$ cat src/rtl/pwm_pkg.sv
// Shared types and duty arithmetic for the multi-channel PWM generator.
package pwm_pkg;

  typedef enum logic {
    PWM_EDGE   = 1'b0,
    PWM_CENTER = 1'b1
  } pwm_mode_e;

  // Working width for duty arithmetic; covers counter widths up to 16 bits.
  localparam int unsigned SAT_W = 17;

  // Half of full scale for a given counter width (the reset duty).
  function automatic int unsigned half_scale(input int unsigned w);
    return 32'd1 << (w - 32'd1);
  endfunction

  localparam int unsigned DEF_CNT_W    = 8;
  localparam int unsigned RST_DUTY_DEF = half_scale(DEF_CNT_W);

  // Saturating step: clamps at max going up, at zero going down.
  function automatic logic [SAT_W-1:0] sat_step(
    input logic [SAT_W-1:0] duty,
    input logic [SAT_W-1:0] step,
    input logic [SAT_W-1:0] max,
    input logic             up
  );
    logic [SAT_W-1:0] res;
    if (up) begin
      res = duty + step;
      if (res > max) res = max;
    end else begin
      res = (step > duty) ? '0 : duty - step;
    end
    return res;
  endfunction

endpackage

$ cat src/rtl/pwm_button_sync.sv
// Two-flop synchroniser for an asynchronous button level plus rising-edge pulse.
module pwm_button_sync (
  input  logic clk,
  input  logic rst_n,
  input  logic din,
  output logic pulse_c
);

  logic meta;
  logic sync;
  logic prev;

  always_ff @(posedge clk or negedge rst_n) begin
    if (!rst_n) begin
      meta <= 1'b0;
      sync <= 1'b0;
      prev <= 1'b0;
    end else begin
      meta <= din;
      sync <= meta;
      prev <= sync;
    end
  end

  assign pulse_c = sync & ~prev;

endmodule

$ cat src/rtl/pwm_multi_channel_gen.sv
// Multi-channel PWM with button-driven duty, edge/center counting and
// duty/mode changes deferred to period boundaries.
module pwm_multi_channel_gen
  import pwm_pkg::*;
#(
  parameter int unsigned N_CH  = 4,
  parameter int unsigned CNT_W = 8,
  parameter int unsigned STEP  = 16
) (
  input  logic            clk,
  input  logic            rst_n,
  input  logic            ena,
  input  logic            center_mode,
  input  logic [N_CH-1:0] inc_duty,
  input  logic [N_CH-1:0] dec_duty,
  output logic [N_CH-1:0] pwm_out,
  output logic            period_tick
);

  localparam logic [CNT_W-1:0] CNT_MAX  = '1;
  localparam logic [CNT_W-1:0] DUTY_RST = CNT_W'(half_scale(CNT_W));

  logic [CNT_W-1:0] cnt;
  logic             dir_up;
  pwm_mode_e        mode_act;
  pwm_mode_e        mode_req;
  logic [CNT_W-1:0] duty_shadow [N_CH];
  logic [CNT_W-1:0] duty_act    [N_CH];
  logic [N_CH-1:0]  inc_pulse_c;
  logic [N_CH-1:0]  dec_pulse_c;
  logic             boundary_c;

  for (genvar g = 0; g < N_CH; g++) begin : g_btn
    pwm_button_sync u_inc (
      .clk     (clk),
      .rst_n   (rst_n),
      .din     (inc_duty[g]),
      .pulse_c (inc_pulse_c[g])
    );
    pwm_button_sync u_dec (
      .clk     (clk),
      .rst_n   (rst_n),
      .din     (dec_duty[g]),
      .pulse_c (dec_pulse_c[g])
    );
  end

  assign mode_req = pwm_mode_e'(center_mode);

  // Boundary: last edge-mode count, or bottom of the down-slope in center mode.
  always_comb begin
    boundary_c = 1'b0;
    if (ena) begin
      if (mode_act == PWM_EDGE) boundary_c = (cnt == CNT_MAX);
      else                      boundary_c = (cnt == '0) && !dir_up;
    end
  end

  always_ff @(posedge clk or negedge rst_n) begin
    if (!rst_n) begin
      cnt      <= '0;
      dir_up   <= 1'b1;
      mode_act <= PWM_EDGE;
    end else if (ena) begin
      if (boundary_c && (mode_req != mode_act)) begin
        cnt    <= '0;
        dir_up <= 1'b1;
      end else if (mode_act == PWM_EDGE) begin
        cnt    <= cnt + CNT_W'(1);
        dir_up <= 1'b1;
      end else if (dir_up) begin
        if (cnt == CNT_MAX) begin
          cnt    <= CNT_MAX - CNT_W'(1);
          dir_up <= 1'b0;
        end else begin
          cnt <= cnt + CNT_W'(1);
        end
      end else if (cnt == '0) begin
        cnt    <= CNT_W'(1);
        dir_up <= 1'b1;
      end else begin
        cnt <= cnt - CNT_W'(1);
      end
      if (boundary_c) mode_act <= mode_req;
    end
  end

  // Shadow duty follows button edges; active duty loads only at boundaries.
  always_ff @(posedge clk or negedge rst_n) begin
    if (!rst_n) begin
      for (int i = 0; i < N_CH; i++) begin
        duty_shadow[i] <= DUTY_RST;
        duty_act[i]    <= DUTY_RST;
      end
    end else if (ena) begin
      for (int i = 0; i < N_CH; i++) begin
        if (inc_pulse_c[i] && !dec_pulse_c[i])
          duty_shadow[i] <= CNT_W'(sat_step(SAT_W'(duty_shadow[i]), SAT_W'(STEP),
                                            SAT_W'(CNT_MAX), 1'b1));
        else if (dec_pulse_c[i] && !inc_pulse_c[i])
          duty_shadow[i] <= CNT_W'(sat_step(SAT_W'(duty_shadow[i]), SAT_W'(STEP),
                                            SAT_W'(CNT_MAX), 1'b0));
        if (boundary_c) duty_act[i] <= duty_shadow[i];
      end
    end
  end

  always_ff @(posedge clk or negedge rst_n) begin
    if (!rst_n) begin
      pwm_out     <= '0;
      period_tick <= 1'b0;
    end else begin
      for (int i = 0; i < N_CH; i++) pwm_out[i] <= ena && (cnt < duty_act[i]);
      period_tick <= boundary_c;
    end
  end

endmodule

$ cat config.mk
export PLATFORM = sky130hd
export DESIGN_NAME = pwm_multi_channel_gen
export DESIGN_NICKNAME = d
export VERILOG_FILES = /design/src/rtl/pwm_pkg.sv /design/src/rtl/pwm_button_sync.sv /design/src/rtl/pwm_multi_channel_gen.sv
export SDC_FILE = /design/constraint.sdc
export NUM_CORES = 1
export LEC_CHECK = 0
export ABC_AREA = 1
export ABC_CLOCK_PERIOD_IN_PS = 2200
export CAP_MARGIN = 15
export CORE_UTILIZATION = 55
export DETAILED_ROUTE_END_ITERATION = 10
export HOLD_SLACK_MARGIN = 0.03
export PLACE_DENSITY = 0.72
export SYNTH_ARGS = -nofsm -noshare
export SYNTH_HDL_FRONTEND = slang
export SYNTH_SLANG_ARGS = --single-unit
$ cat constraint.sdc
create_clock -name clk -period 2.2 [get_ports clk]
set_clock_uncertainty 0.15 [all_clocks]
set_input_delay 0.55 -clock clk [delete_from_list [all_inputs] [get_ports clk]]
set_output_delay 0.55 -clock clk [all_outputs]
set_load 0.005 [all_outputs]
==> results by group, run 1 <==
Outcome
  • Status: complete, no violations

Yosys
  • Main synth FF type: dfrtp_1
  • EDFF count, synth: 0
  • Post-synthesis xor/xnor area fraction: 3.51%
  • Synth Area in Simple Gates: 22.5%
  • Register area share after synthesis: between 40% and 50%
  • Net count after synthesis: 626
  • Mux share of post-synthesis cell area: 0%
  • Combinational family with the most area after synthesis: simple AND/OR/NAND/NOR gates
  • Yosys top cell by area: dfrtp_1
  • Top-area cell type share of the netlist area: a little under two fifths
  • YS warnings: 0
  • Ranking of synthesized cells by area: dfrtp_1 37%, ha_1 12%, nand2_1 8.8%
  • Cell variety after synth: 32
  • Async S/R FF share, synth: 100%
  • FF+latch count, synth: between 70 and 80
  • Compound-Gate Fraction of Synth Area: 11.2%
  • Syn Std Cell Area: between 4000 and 5000 um^2
  • Synth Area in Adders: 12.4%
  • Post-Syn Area per Cell: around 8.4 um^2
  • Synthesized instance count: 567

Critical path
  • Worst path arrival time: ~2 ns
  • CP Launch Type: flop
  • Crit-path slowest cell: dfrtp_1
  • Critical path endpoint category: flop
  • R2r setup slk: 0.25 ns
  • R2R depth: 9
  • Crit Path Class: flop to flop
  • Crit path cell chain: inv_1 > ha_1 > nand3_1 > nor2_1 > inv_1 > nand3_1 > a21oi_1 > nand2_1 > nand2_1
  • CP peak stage delay: between 0.5 and 0.6 ns
  • Crit path launch: cnt[1]
  • Critical Path RT: about 2.3 ns
  • Critical Path Fanout Max: 9
  • Worst reg2reg path endpoint: cnt[7]
  • Reg-to-Reg Start: cnt[1]
  • Critical Path End: cnt[7]

Clocking
  • Post-CTS setup buffers: 0
  • Post-cts repair resize count: 0
  • CTS buffer count: 9
  • Clock-pin slew on the worst setup and hold paths: roughly 0.090 ns
  • Skew-Pair Late Insertion Delay: between 0.3 and 0.4 ns
  • Hold_buf cts: 0
  • CTS Sinks: 79
  • Root Driver: clkbuf_8
  • Clock buffer depth: 2
  • CTS H-tree lvls: 3
  • CTS tree: built

Timing
  • Setup TNS: 0 ns
  • RSZ-0062 raised after global routing: no
  • Fmax: slightly above 500 MHz
  • Fin crit share: 88.4%
  • Worst Hold Margin: 0.0190 ns
  • Final worst slack: between 0.2 and 0.3 ns
  • Slew Viols, Final: 0
  • Setup violators final: 0
  • Worst slew pin tran: 0.464 ns
  • Slew headroom: between 60 and 70%
  • Min Tclk post-route: between 1.5 and 2 ns
  • Hold Fails Final Rpt: 0

Drt
  • Wire length per cell: between 10 and 15 um
  • DR iter-0 viols: between 100 and 150
  • Vias/cell: around 5.3
  • Pre-antenna DRT Iters: 4
  • Drc violations: 0
  • Final WL: just under 9000 um
  • Vias: around 3700
  • Number of nets with antenna violations after routing: 0

GRT
  • Initial antenna violation count: 0
  • Total track usage: 22.4%
  • Vias in the first global route: ~3500
  • First-pass GRT wire length: about 16000 um
  • Largest net degree at the start of global routing: 80
  • Grt ovf: 0

Floorplanning
  • Io pins: 17
  • Site row count: 33
  • Chip Height: ~95 um
  • Initial Util: 57.1%
  • Die W: roughly 95 um
  • Die area: between 8000 and 9000 um^2
  • Core area: 8300 um^2

Flow run
  • MaxCap Viol Count: 0

Final layout
  • Diodes inserted: 0
  • Nets@finish: about 660
  • Layout cells sized above 1: approximately 14%
  • P&R area growth vs syn: 11.0%

Placement
  • GPL Wtd Cong: 0.881
  • Pre-CTS setup slack: 0.0146 ns
  • Dpl hpwl: around 6500 um
  • Port Buf Inserts: 16

Pwr
  • Leak pwr: between 2 and 3 nW
  • Pwr Density: 1280 nW/um^2
  • Worst VDD drop: about 0.00051 V

Hold path
  • Hold Crit Class: input pin to async pin
## worst max-delay path, delay by kind of cell (launching register included)
kind,cells,cell delay [ns]
compound gates,1,0.08
fa+ha+maj,1,0.19
buf+inv,2,0.29
flops,1,0.51
simple gates,5,0.61
## layout make-up
class	instances	area, um^2
clock buffers	10	138
repair buffers	28	273
well taps	105	131
inverters	87	328
multi-input cells	392	2360
flip-flops and latches	79	1990
clock inverters	6	50.0
fillers	717	3040
## state kept, by name, summed over array words and instances (netlist names)
signal and cells:
cnt 8, dir_up 1, duty_act 20, duty_shadow 20
g_btn.u_dec.meta 4, g_btn.u_dec.prev 4, g_btn.u_dec.sync 4, g_btn.u_inc.meta 4
g_btn.u_inc.prev 4, g_btn.u_inc.sync 4, mode_act 1, period_tick 1
pwm_out 4
## cells by family (layout without fill, tap and decap cells)
logic type / Yosys count / after routing
simple gates: 236 / 236
flops: 79 / 79
buf+inv: 96 / 131
xor+xnor: 19 / 19
fa+ha+maj: 47 / 47
compound gates: 90 / 90
## routing by layer
metal	vias to the layer above	GRT usage (%)	routed length, um
li1	1892	-	-
met1	1774	28.8	4120
met2	68	38.2	4340
met3	11	3.22	275
met4	0	7.95	131
met5	-	0	0
## through the flow
stage | total power [mW] | util, % | cell area (um^2) | std cells
floorplan | 4.87 | - | 4740 | 567
global placement | 5.55 | 61.2 | 5080 | 691
detailed placement | 5.71 | 61.2 | 5080 | 691
CTS | 6.76 | 63.4 | 5260 | 707
global route | 7.39 | 63.4 | 5260 | 707
finish | 6.72 | 63.4 | 5260 | 707
## where the power goes
part / switching (mW) / leakage [nW] / internal (mW)
clock: 0.561 / 0.0952 / 0.456
sequential: 0.537 / 0.966 / 1.92
combinational: 1.87 / 1.55 / 1.38
total: 2.96 / 2.61 / 3.76
## synth_stat cells, drive strengths merged (7+ instances only)
| cell | count |
|---|---|
| buf | 7 |
| dfrtp | 70 |
| dfstp | 9 |
| o21ai | 53 |
| xor2 | 16 |
| nand3 | 38 |
| nand2 | 128 |
| ha | 47 |
| inv | 86 |
| nor3 | 8 |
| a21oi | 31 |
| nand4 | 12 |
| nor2 | 44 |
## cell usage in the layout, fill, tap and decap left out, drive strengths merged
cell             n
nand3b           4
inv             89
nand3           38
clkbuf          10
a31oi            1
nor3             8
nand2          128
nor2            44
o22ai            1
clkinv           3
dfrtp           70
dfstp            9
o211ai           2
nand4           12
o21ai           53
a21oi           31
ha              47
xor2            16
clkinvlp         1
buf             13
clkdlybuf4s50   15
a22oi            2
or2              2
xnor2            3
## worst min-delay path by stage
stage / startpoint / endpoint / slack [ns] / depth (start not counted)
finish: rst_n / cnt[6] / 0.02 / 2
global route: rst_n / cnt[6] / 0.08 / 2
CTS: rst_n / cnt[6] / 0.07 / 2
detailed placement: g_btn[0].u_inc.meta / g_btn[0].u_inc.sync / 0.19 / 0
global placement: g_btn[3].u_dec.meta / g_btn[3].u_dec.sync / 0.18 / 0
floorplan: rst_n / cnt[0] / 0.10 / 0
No activity file was read; power rests on OpenSTA's default activity.
==> inputs of run 2 (changes only) <==
--- a/config.mk
+++ b/config.mk
@@ -12,6 +12,7 @@
 export DETAILED_ROUTE_END_ITERATION = 10
 export HOLD_SLACK_MARGIN = 0.03
 export PLACE_DENSITY = 0.72
+export SLEW_MARGIN = 5
 export SYNTH_ARGS = -nofsm -noshare
 export SYNTH_HDL_FRONTEND = slang
 export SYNTH_SLANG_ARGS = --single-unit
==> results of run 2 <==
Same layout as run 1: the final DEF is identical, and so are final timing and power.
==> inputs of run 3 (changes only) <==
--- a/config.mk
+++ b/config.mk
@@ -12,7 +12,7 @@
 export DETAILED_ROUTE_END_ITERATION = 10
 export HOLD_SLACK_MARGIN = 0.03
 export PLACE_DENSITY = 0.72
-export SLEW_MARGIN = 5
+export SLEW_MARGIN = 25
 export SYNTH_ARGS = -nofsm -noshare
 export SYNTH_HDL_FRONTEND = slang
 export SYNTH_SLANG_ARGS = --single-unit
==> results of run 3 <==
Same layout as run 1: the final DEF is identical, and so are final timing and power.
